[config.mk]
export PLATFORM = sky130hd
export DESIGN_NAME = alu_muldiv_seq
export DESIGN_NICKNAME = d
export VERILOG_FILES = /design/src/rtl/alu_pkg.sv /design/src/rtl/alu_muldiv_seq.sv
export SDC_FILE = /design/constraint.sdc
export NUM_CORES = 1
export LEC_CHECK = 0
export ABC_AREA = 1
export CAP_MARGIN = 15
export CORE_MARGIN = 3
export CORE_UTILIZATION = 50
export DETAILED_ROUTE_END_ITERATION = 12
export PLACE_DENSITY = 0.78
export SLEW_MARGIN = 15
export SYNTH_ARGS = -nofsm -noshare
export SYNTH_HDL_FRONTEND = slang
export SYNTH_SLANG_ARGS = --single-unit
export TNS_END_PERCENT = 30
[constraint.sdc]
create_clock -name clk -period 6.1 [get_ports clk]
set_clock_uncertainty 0.15 [all_clocks]
set_input_delay 1.83 -clock clk [delete_from_list [all_inputs] [get_ports clk]]
set_output_delay 1.83 -clock clk [all_outputs]
set_load 0.03 [all_outputs]
[src/rtl/alu_pkg.sv]
// alu_pkg: ALU op encodings, mul/div op codes, sequencer states and negation helpers.
package alu_pkg;
  localparam logic [3:0] ALUC_ADDU = 4'b0000;
  localparam logic [3:0] ALUC_SUBU = 4'b0001;
  localparam logic [1:0] MD_MULTU = 2'b00;
  localparam logic [1:0] MD_MULT  = 2'b01;
  localparam logic [1:0] MD_DIVU  = 2'b10;
  localparam logic [1:0] MD_DIV   = 2'b11;
  typedef enum logic [2:0] {S_IDLE, S_PREP, S_CALC, S_FIX, S_DONE} state_t;
  function automatic logic [31:0] neg32(input logic [31:0] x);
    return ~x + 32'd1;
  endfunction
  function automatic logic [63:0] neg64(input logic [63:0] x);
    return ~x + 64'd1;
  endfunction
endpackage

[src/rtl/alu_muldiv_seq.sv]
// alu_muldiv_seq: multi-cycle MULT/MULTU/DIV/DIVU sequencer driving the shared Addu/Subu ALU.
module alu_muldiv_seq
  import alu_pkg::*;
#(
  parameter int WIDTH = 32,
  parameter logic [31:0] DZ_LO = 32'hFFFFFFFF
) (
  input  logic             clk,
  input  logic             rst,
  input  logic             start,
  input  logic [1:0]       op,
  input  logic [WIDTH-1:0] rs_data,
  input  logic [WIDTH-1:0] rt_data,
  output logic [WIDTH-1:0] alu_a,
  output logic [WIDTH-1:0] alu_b,
  output logic [3:0]       alu_aluc,
  input  logic [WIDTH-1:0] alu_r,
  input  logic             alu_carry,
  output logic             busy,
  output logic             done,
  output logic [WIDTH-1:0] hi,
  output logic [WIDTH-1:0] lo,
  output logic             div_zero
);
  state_t state_q, state_d;
  logic [1:0] op_q, op_d;
  logic [31:0] a_q, a_d, b_q, b_d, q_q, q_d, hi_q, hi_d, lo_q, lo_d;
  logic [4:0] cnt_q, cnt_d;
  logic neg_q, neg_d, rneg_q, rneg_d, dz_q, dz_d;
  logic is_div, sgn, do_sub;
  logic [31:0] ma, mb, trial;
  logic [32:0] sum;
  logic [63:0] prod;
  // a_q is acc/rem, q_q is multiplier/quotient, b_q is multiplicand/divisor
  assign is_div = op_q[1];
  assign sgn    = op_q[0];
  assign ma     = sgn && a_q[31] ? neg32(a_q) : a_q;
  assign mb     = sgn && b_q[31] ? neg32(b_q) : b_q;
  assign trial  = {a_q[30:0], q_q[31]};
  assign prod   = neg_q ? neg64({a_q, q_q}) : {a_q, q_q};
  always_ff @(posedge clk) begin
    if (rst) begin
      state_q <= S_IDLE;
      op_q    <= MD_MULTU;
      a_q     <= '0;
      b_q     <= '0;
      q_q     <= '0;
      cnt_q   <= '0;
      neg_q   <= 1'b0;
      rneg_q  <= 1'b0;
      hi_q    <= '0;
      lo_q    <= '0;
      dz_q    <= 1'b0;
    end else begin
      state_q <= state_d;
      op_q    <= op_d;
      a_q     <= a_d;
      b_q     <= b_d;
      q_q     <= q_d;
      cnt_q   <= cnt_d;
      neg_q   <= neg_d;
      rneg_q  <= rneg_d;
      hi_q    <= hi_d;
      lo_q    <= lo_d;
      dz_q    <= dz_d;
    end
  end
  always_comb begin
    state_d  = state_q;
    op_d     = op_q;
    a_d      = a_q;
    b_d      = b_q;
    q_d      = q_q;
    cnt_d    = cnt_q;
    neg_d    = neg_q;
    rneg_d   = rneg_q;
    hi_d     = hi_q;
    lo_d     = lo_q;
    dz_d     = dz_q;
    alu_a    = '0;
    alu_b    = '0;
    alu_aluc = ALUC_ADDU;
    do_sub   = 1'b0;
    sum      = {1'b0, a_q};
    case (state_q)
      S_IDLE: if (start) begin
        state_d = S_PREP;
        op_d    = op;
        a_d     = rs_data;
        b_d     = rt_data;
        dz_d    = 1'b0;
      end
      S_PREP: begin
        cnt_d   = '0;
        neg_d   = sgn & (a_q[31] ^ b_q[31]);
        rneg_d  = sgn & a_q[31];
        a_d     = '0;
        b_d     = is_div ? mb : ma;
        q_d     = is_div ? ma : mb;
        state_d = S_CALC;
        if (is_div && b_q == '0) begin
          state_d = S_DONE;
          hi_d    = a_q;
          lo_d    = DZ_LO;
          dz_d    = 1'b1;
        end
      end
      S_CALC: begin
        cnt_d   = cnt_q + 5'd1;
        state_d = cnt_q == 5'd31 ? S_FIX : S_CALC;
        alu_a   = is_div ? trial : a_q;
        alu_b   = b_q;
        if (is_div) begin
          alu_aluc = ALUC_SUBU;
          // rem[31] set means trial's lost bit 32 was 1, so it always exceeds the divisor
          do_sub   = !alu_carry || a_q[31];
          a_d      = do_sub ? alu_r : trial;
          q_d      = {q_q[30:0], do_sub};
        end else begin
          sum        = q_q[0] ? {alu_carry, alu_r} : {1'b0, a_q};
          {a_d, q_d} = {sum, q_q[31:1]};
        end
      end
      S_FIX: begin
        state_d = S_DONE;
        hi_d    = is_div ? (rneg_q ? neg32(a_q) : a_q) : prod[63:32];
        lo_d    = is_div ? (neg_q ? neg32(q_q) : q_q) : prod[31:0];
      end
      S_DONE: state_d = S_IDLE;
      default: state_d = S_IDLE;
    endcase
  end
  assign busy     = state_q != S_IDLE;
  assign done     = state_q == S_DONE;
  assign hi       = hi_q;
  assign lo       = lo_q;
  assign div_zero = dz_q;
endmodule

==> impl_metrics.py <==
metrics = {
    "timing": {
        "setup_viol": 0,
        "max_freq_mhz": 182.6,
        "worst_slew_pin_slew_ns": 1.113,
        "period_needed_ns": 5.477,
        "maxSlewHeadroom": 0.2581,
        "finalHoldViolCount": 0,
        "fin_crit_sh": 0.8979,
        "rsz0062_at_grt": "no",
        "slew_viol_final": 0,
        "setup_tns_ns": 0,
        "hold_ws_ns": 0.3193,
    },
    "route": {
        "drt_iter0_drc": 2332,
        "drc": 0,
        "vias_per_cell": 6.248,
        "vias": 17840,
        "drt-total-wl_mm": 64.54,
        "ant_nets": 0,
        "dr.pass1.iters": 6,
        "wire_per_inst_microns": 22.61,
    },
    "clock_network": {
        "tritoncts": "done",
        "insertion_delay_ns": 0.46,
        "clockRootBuffer": "clkbuf_16",
        "clk_pin_slew_ns": 0.08,
        "ctsResizeCount": 0,
        "h-tree-depth": 4,
        "clk_path_buf_depth": 2,
        "cts.sinks": 173,
        "holdBufCountCts": 0,
        "postCtsSetupRepairBufs": 0,
        "cts_made_buffers": 17,
    },
    "synthesis": {
        "yosysSeqAreaShare": 0.2383,
        "post_synth_inst_count": 2364,
        "synth_warnings": 0,
        "synth_top_area_cell": "dfxtp_1",
        "ys_types": 57,
        "syn_area_sq_mm": 0.01454,
        "ys.flop_type": "dfxtp_1",
        "syn_area_per_cell_sq_um": 6.149,
        "synth_top_area_frac": 0.2383,
        "synthArstFlopShare": 0,
        "ys_top_cells_by_area": "dfxtp_1 (24%), nand2_1 (15%), o21ai_0 (9.0%)",
        "synth_edf_count": 0,
        "synth-seq-cells": 173,
    },
    "outcome": {
        "status": "finished clean",
    },
    "setup_path": {
        "slowest_stage": "clkinv_2",
        "end_kind": "output port",
        "max_stage_delay_ns": 0.92,
        "crit_family": "buffers and inverters",
        "crit_buf_inv": 2,
        "cp-start-kind": "flop",
        "worstSetupPathType": "flop to output port",
        "required_ns": 4.12,
        "path_max_fanout": 67,
        "worstPathCellList": "clkinv_2, a211oi_1, clkdlybuf4s50_1",
        "cp.arrival_ns": 3.50,
    },
    "job": {
        "cap_violations": 0,
    },
    "floorplanning": {
        "core_sq_mm": 0.02824,
        "start_util": 0.5147,
        "die-height_microns": 176.5,
        "fp-row-count": 61,
        "io_pins": 237,
        "die-area_sq_mm": 0.03115,
        "die_w_microns": 176.5,
    },
    "power_and_ir_drop": {
        "pwr-share-comb": 0.532,
        "p_seq_frac": 0.269,
        "swShare": 0.5260,
        "netSwitchingPower_w": 0.003179,
        "total_power_w": 0.006044,
        "p_leak_nw": 6.764,
        "powerDensity_mw_per_mm2": 351.4,
        "power.internal_w": 0.002865,
        "pwr-share-clk": 0.199,
        "ir_drop_v": 0.0002001,
    },
    "worst_hold_path": {
        "hp-class": "flop to flop",
    },
    "placed_design": {
        "gp_congestion": 1.026,
        "dp_hpwl_mm": 47.83,
        "port_buffers": 233,
    },
    "global_route": {
        "grt_usage": 0.4043,
        "grt_overflow_total": 0,
        "grt_pass1_vias": 16300,
        "grt_max_degree": 69,
        "antenna_found_initial": 0,
        "grt_pass1_wl_mm": 97.81,
    },
    "cells_and_area": {
        "layout-drive-gt1-share": 0.08724,
        "areaGrowthSynthToFinish_pct": 18.33,
        "fin_nets": 2570,
        "fin_util": 0.6091,
    },
}
through the flow:
step                      worst slack, ns  std cells  cell area, sq um
after detailed placement            1.273       2822             16590
after CTS                          0.7578       2854             17200
after floorplan                     2.198       2366             14540
final                              0.6227       2855             17200
after global routing               0.5465       2854             17200
after global placement              1.327       2822             16590
layout make-up:
type,count,area [sq um]
diodes,1,2.502
clock buffers,20,456.7
clock inverters,12,152.6
fillers,2752,11040
inverters,205,780.7
multi-input cells,1812,9380
flip-flops and latches,173,3470
well taps,378,473.0
repair buffers,254,2485
cell families after synthesis:
logic type,Yosys count,synth area share
flops,173,0.2383
buf+inv,381,0.1169
compound gates,675,0.2879
simple gates,1087,0.3271
xor+xnor,42,0.02531
other cells,1,0.0002580
fa+ha+maj,5,0.004304
power groups by stage:
stage	clock, W	sequential [W]	combinational (W)
finish	0.00120	0.00163	0.00322
floorplan	0	0.00149	0.00226
detailed placement	0	0.00163	0.00311
CTS	0.00120	0.00160	0.00313
global placement	0	0.00163	0.00308
global route	0.00124	0.00163	0.00348
cells in the final DEF, fill, tap and decap left out, drive strengths merged, types with 36 or more instances in the layout:
master,count
o21ai,307
inv,204
dfxtp,173
a221oi,36
a21oi,152
o211ai,91
clkdlybuf4s50,232
nand2,604
nor2,279
xor2,41
nand3,157
layer usage:
metal  up-vias  GRT usage  part of all wire
met3       189    0.09312              0.12
met4         0     0.2007             0.052
li1       8166          -                 -
met1      8195     0.5365              0.40
met2      1287     0.6171              0.43
met5         -          0                 0
worst min-delay path: stages (launching register included):
cell,delay (ns)
dfxtp_1,0.32
nand2_1,0.06
a21oi_1,0.05
path summary, 6_finish.rpt:
kind	start	to	slack (ns)	cells past startpoint
worst max-delay path	op_q[1]	alu_a[18]	0.62	3
worst min-delay path	hi[22]	hi[22]	0.32	2
worst max register to register	state_q[1]	a_q[28]	1.91	8
worst min register to register	hi[22]	hi[22]	0.32	2
state kept, by name, indices dropped and copies added (netlist names):
signal    count
q_q          32
lo           32
div_zero      1
neg_q         1
cnt_q         5
a_q          32
state_q       3
b_q          32
op_q          2
hi           32
rneg_q        1
synth_stat cells (25+ instances only):
cell type,count
buf_2,50
clkbuf_1,70
a21oi_1,152
o211ai_1,91
nor2_1,224
nand3_1,152
dfxtp_1,173
inv_2,33
nor2_2,33
o21ai_0,261
o21ai_1,43
a211oi_1,31
a221oi_2,25
xor2_1,41
inv_1,164
nand2_1,582
(Power assumes the default switching activity.)
